$ cat config.mk
export PLATFORM = sky130hd
export DESIGN_NAME = icache_fill_responder
export DESIGN_NICKNAME = d
export VERILOG_FILES = /design/src/rtl/icache_fill_responder.sv
export SDC_FILE = /design/constraint.sdc
export NUM_CORES = 1
export LEC_CHECK = 0
export CORE_ASPECT_RATIO = 1.75
export CORE_MARGIN = 8
export CORE_UTILIZATION = 52
export CTS_CLUSTER_DIAMETER = 200
export CTS_CLUSTER_SIZE = 30
export DETAILED_ROUTE_END_ITERATION = 16
export GPL_TIMING_DRIVEN = 1
export PLACE_DENSITY = 0.82
export SLEW_MARGIN = 20
export SYNTH_ARGS = -nofsm -noshare
export SYNTH_HDL_FRONTEND = slang
export SYNTH_SLANG_ARGS = --single-unit
$ cat constraint.sdc
create_clock -name clk -period 4.1 [get_ports clk]
set_input_delay 1.025 -clock clk [delete_from_list [all_inputs] [get_ports clk]]
set_output_delay 1.025 -clock clk [all_outputs]
set_load 0.01 [all_outputs]
$ cat src/rtl/icache_fill_responder.sv
// Instruction-cache responder for the fetch unit. The cache is direct mapped, read only, and
// has LINES lines of WORDS 16-bit words each.
// A hit returns the instruction combinationally in the same cycle. A miss starts a fill FSM
// that reads the whole line from instruction memory, one word per memory handshake, and stalls
// the fetch unit until the line is present.
module icache_fill_responder #(
    parameter int unsigned LINES = 8,
    parameter int unsigned WORDS = 4,
    parameter int unsigned AW    = 16
) (
    input  logic          clk,
    input  logic          rst,
    input  logic          fetch_req,
    input  logic [AW-1:0] fetch_addr,
    input  logic          fetch_flush,
    output logic          fetch_ready,
    output logic          fetch_stall,
    output logic [15:0]   fetch_instr,
    output logic          mem_rd_req,
    output logic [AW-1:0] mem_addr,
    input  logic          mem_rd_valid,
    input  logic [15:0]   mem_rd_data
);

    localparam int unsigned OW = $clog2(WORDS);
    localparam int unsigned IW = $clog2(LINES);
    localparam int unsigned TW = AW - 1 - OW - IW;

    typedef enum logic [1:0] {StIdle, StFill, StDone} state_e;

    // Address split: byte bit 0 is dropped, then offset, index, tag.
    logic [OW-1:0] addr_off;
    logic [IW-1:0] addr_idx;
    logic [TW-1:0] addr_tag;
    logic          unused_addr0;

    assign addr_off     = fetch_addr[OW:1];
    assign addr_idx     = fetch_addr[OW+IW:OW+1];
    assign addr_tag     = fetch_addr[AW-1:OW+IW+1];
    assign unused_addr0 = fetch_addr[0];

    // Cache storage. Only the valid bits are reset: a line is never used while invalid.
    logic [LINES-1:0] valid_q, valid_d;
    logic [TW-1:0]    tag_q  [LINES];
    logic [15:0]      data_q [LINES][WORDS];

    // Fill FSM state.
    state_e        state_q, state_d;
    logic [TW-1:0] fill_tag_q, fill_tag_d;
    logic [IW-1:0] fill_idx_q, fill_idx_d;
    logic [OW-1:0] cnt_q, cnt_d;

    logic lookup_hit;
    logic served;
    logic data_we;
    logic tag_we;

    // Lookup and fetch-side outputs. A flush cycle never serves. While rst is low, every
    // output is held at zero.
    always_comb begin
        lookup_hit  = fetch_req & (state_q == StIdle) & valid_q[addr_idx] &
                      (tag_q[addr_idx] == addr_tag);
        served      = rst & lookup_hit & ~fetch_flush;
        fetch_ready = served;
        fetch_instr = served ? data_q[addr_idx][addr_off] : 16'h0000;
        fetch_stall = rst & fetch_req & ~served;
        mem_rd_req  = rst & (state_q == StFill);
        mem_addr    = mem_rd_req ? {fill_tag_q, fill_idx_q, cnt_q, 1'b0} : '0;
    end

    // Next-state logic for the fill FSM and the valid bits. A flush overrides everything else.
    always_comb begin
        state_d    = state_q;
        valid_d    = valid_q;
        fill_tag_d = fill_tag_q;
        fill_idx_d = fill_idx_q;
        cnt_d      = cnt_q;
        data_we    = 1'b0;
        tag_we     = 1'b0;
        if (fetch_flush) begin
            valid_d = '0;
            state_d = StIdle;
        end else begin
            unique case (state_q)
                StIdle: begin
                    if (fetch_req && !lookup_hit) begin
                        state_d           = StFill;
                        fill_tag_d        = addr_tag;
                        fill_idx_d        = addr_idx;
                        cnt_d             = '0;
                        // The victim line is invalid from here until its fill completes.
                        valid_d[addr_idx] = 1'b0;
                    end
                end
                StFill: begin
                    if (mem_rd_valid) begin
                        data_we = 1'b1;
                        cnt_d   = cnt_q + OW'(1);
                        if (cnt_q == OW'(WORDS - 1)) begin
                            valid_d[fill_idx_q] = 1'b1;
                            tag_we              = 1'b1;
                            state_d             = StDone;
                        end
                    end
                end
                StDone: state_d = StIdle;
                default: state_d = StIdle;
            endcase
        end
    end

    // FSM and valid-bit registers, with synchronous active-low reset.
    always_ff @(posedge clk) begin
        if (!rst) begin
            state_q    <= StIdle;
            valid_q    <= '0;
            fill_tag_q <= '0;
            fill_idx_q <= '0;
            cnt_q      <= '0;
        end else begin
            state_q    <= state_d;
            valid_q    <= valid_d;
            fill_tag_q <= fill_tag_d;
            fill_idx_q <= fill_idx_d;
            cnt_q      <= cnt_d;
        end
    end

    // Line data and tag arrays. They are written only by the fill FSM.
    always_ff @(posedge clk) begin
        if (rst && data_we) begin
            data_q[fill_idx_q][cnt_q] <= mem_rd_data;
        end
        if (rst && tag_we) begin
            tag_q[fill_idx_q] <= fill_tag_q;
        end
    end

endmodule

==> flow_metrics.py <==
metrics = {
    "power": {
        "seqPwrFrac_pct": 64.7,
        "internal_power_mw": 8.40,
        "p_sw_mw": 2.30,
        "p_per_area_nw_per_um2": 380,
        "power_mw": 10.7,
        "cellLeakagePower_nw": 9.36,
        "combPwrFrac_pct": 7.8,
        "swShare_pct": 21.5,
        "ir_drop_mv": 0.381,
        "clkPwrFrac_pct": 27.5,
    },
    "placement": {
        "gp_congestion": 0.952,
        "post-dp-hpwl_mm": 44.5,
        "numPortBuffers": 69,
    },
    "worst_hold_path": {
        "hold_path.startpoint": "valid_q[2]$_SDFFE_PP0P_",
        "whs_endpoint": "valid_q[2]$_SDFFE_PP0P_",
        "worstHoldPathType": "reg2reg",
        "whs_path_depth": 2,
    },
    "clock_network": {
        "insertion_delay_ns": 0.59,
        "cts_tree": "yes",
        "cts_made_buffers": 24,
        "clkSlewWorstSetupHoldPaths_ns": 0.10,
        "cts_root_buffer": "clkbuf_16",
        "cts.sinks": 617,
        "cts-htree-levels": 1,
        "hold_buffers": 0,
        "clock_path_buffers": 3,
    },
    "worst_setup_path": {
        "cp_data_arrival_time_ns": 3.65,
        "crit_required_ns": 3.07,
        "end_kind": "output port",
        "rrSetupSlack_ns": 0.91,
        "start_kind": "input port",
        "critPathMaxFanout": 7,
        "r2r_end": "data_q[5][55]$_DFFE_PP_",
        "crit_type": "in2out",
        "r2r-start": "state_q[0]$_SDFFE_PP0P_",
        "rr_worst_depth": 7,
    },
    "grt": {
        "track_usage_pct": 25.4,
        "antenna_found_initial": 4,
        "grt_max_degree": 52,
        "grt.overflow.total": 0,
        "grt_pass1_vias": 15600,
        "grt_pass1_wl_mm": 99.6,
    },
    "layout": {
        "layout_commonest_cell": "edfxtp_1",
        "utilization_pct": 60.5,
        "area_growth_pct": 15.9,
        "final_cell_mix": "edfxtp_1, buf_4, o22ai_1",
        "nets": 1740,
        "drive_above_1_share_pct": 22.9,
    },
    "timing": {
        "final_max_slew_viol_count": 0,
        "setup_viol": 18,
        "fmax_mhz": 214,
        "rsz0062_at_grt": "true",
        "hold_viol_final": 0,
        "slew_headroom_pct": 22.1,
        "clock_skew_ns": 0.0265,
        "worst_pin_slew_ns": 1.17,
        "period_minus_slack_ns": 4.68,
        "fin_setup_tns_ns": -8.81,
        "post-route-period-util_pct": 114,
        "final.setup.worst_slack_ns": -0.577,
    },
    "run_status": {
        "violations": "negative setup slack",
        "status": "complete, but fails checks",
    },
    "die": {
        "core.rowCount": 105,
        "fp.coreArea_um2": 46500,
        "die_h_um": 302,
        "fp.dieW_um": 179,
        "start_util_pct": 52.2,
        "io_pins": 72,
        "die_area_um2": 54100,
    },
    "yosys": {
        "syn_area_um2": 24300,
        "yosysWarnings": 0,
        "synth-edff-count": 592,
        "synth_top_area_cell": "edfxtp_1",
        "synth.distinct_cells": 63,
        "synth_top_area_share_pct": 73.2,
        "synth_top_family_by_area": "compound AO/OA/AOI/OAI gates",
        "syn_nets": 1536,
        "ys.flop_type": "edfxtp_1",
        "synth_xor_area_share_pct": 0.144,
        "synth_fa_ha_area_share_pct": 0.206,
        "ys_top_cells_by_area": "edfxtp_1, mux2i_1, o22ai_1",
        "synth_compound_area_share_pct": 8.88,
        "synth_mux_area_share_pct": 8.12,
        "yosys.area_share.simple_pct": 5.37,
        "syn_area_per_cell_um2": 16.2,
        "ys_ff_latch": 617,
        "async_reset_ff_share_pct": 0,
        "synth-seq-area-share_pct": 75.3,
        "syn_inst": 1495,
    },
    "detailed_routing": {
        "routedWlPerCell_um": 29.9,
        "totalWireLength_mm": 68.9,
        "vias": 15400,
        "drc": 0,
        "first_pass_iters": 7,
        "drt-initial-drc-count": 1802,
        "viasPerCell": 6.66,
        "detail-route-antenna-nets": 0,
    },
    "run": {
        "max-cap-violations": 0,
    },
}
-- logic make-up after synthesis --
logic type / Yosys count
buf+inv: 110
xor+xnor: 4
other cells: 1
flops: 617
mux: 158
fa+ha+maj: 4
compound gates: 319
simple gates: 282
-- per-stage QoR --
step / std cells / instance area, µm² / hold WS (ns) / setup slack [ns]
2_1_floorplan: 1495 / 24400 / 0.466 / -0.222
3_3_place_gp: 2249 / 27100 / 0.475 / -1.06
3_5_place_dp: 2249 / 27100 / 0.494 / -1.02
4_1_cts: 2296 / 27900 / 0.511 / -0.539
5_1_grt: 2307 / 28100 / 0.549 / -0.650
6_report: 2307 / 28100 / 0.509 / -0.577
-- routing by layer --
layer  wire length [µm]  track usage, %  vias up
li1                   -               -     6329
met2              34200            43.6     1178
met1              21100            28.0     7533
met4               5920            18.3        2
met3               7650            4.31      314
met5                 10               0        -
-- worst max-delay path: stages --
cell	delay [ns]
buf_16	0.12
buf_12	0.13
mux4_2	0.48
mux2i_1	0.17
xor2_1	0.26
nand3_2	0.14
or4_4	0.63
buf_12	0.21
buf_8	0.13
a211oi_2	0.18
buf_2	0.16
-- area by class of cell --
class | count | area (µm²)
well taps | 588 | 736
clock inverters | 1 | 16.3
multi-input cells | 768 | 5800
diodes | 2 | 5.00
flip-flops and latches | 617 | 18300
fillers | 3249 | 18400
repair buffers | 279 | 2570
inverters | 9 | 41.3
clock buffers | 43 | 693
-- what timing repair did --
action / CTS / global route
gates resized for setup: 104 / 27
endpoints found under the setup margin: 18 / 18
cloned: 2 / 0
pin swaps: 14 / 10
buffers inserted: 2 / 9
-- worst max path at each step --
stage                        startpoint              end  slack [ns]  cells after the start
after floorplan           fetch_addr[4]  fetch_instr[14]       -0.22                     11
after global placement        fetch_req  fetch_instr[13]       -1.06                     11
after detailed placement      fetch_req  fetch_instr[13]       -1.02                     11
after CTS                 fetch_addr[4]   fetch_instr[2]       -0.54                     10
after global routing      fetch_addr[4]   fetch_instr[1]       -0.65                     12
final                     fetch_addr[3]   fetch_instr[1]       -0.58                     11
-- power by group through the flow --
stage	Combinational [mW]	Sequential (mW)	Clock (mW)
2_1_floorplan	0.376	7.05	0
3_3_place_gp	0.757	7.06	0
3_5_place_dp	0.777	7.06	0
4_1_cts	0.793	6.92	2.95
5_1_grt	0.867	6.92	3.16
6_report	0.835	6.92	2.94
-- synth_stat cells, types with 5 or more instances --
library cell	count
edfxtp_1	592
o22ai_1	110
nor2_1	104
mux2i_1	74
nand2_1	71
clkbuf_1	63
a21oi_1	56
mux2_2	41
o21ai_0	34
o221ai_1	29
dfxtp_1	25
nor3_1	25
mux4_2	24
and3_1	23
buf_2	18
mux2_1	18
nand2b_1	16
a211oi_1	12
buf_1	12
a221oi_1	9
nand3_1	9
a22oi_1	8
inv_1	8
o21ai_1	8
nor4_1	6
a211o_1	5
a311oi_2	5
nor2b_1	5
o22a_1	5
-- registers in the layout, indices dropped and copies added (netlist names) --
register	count
data_q	512
tag_q	80
fill_tag_q	10
valid_q	8
fill_idx_q	3
cnt_q	2
state_q	2
No activity file was read; power rests on OpenSTA's default activity.
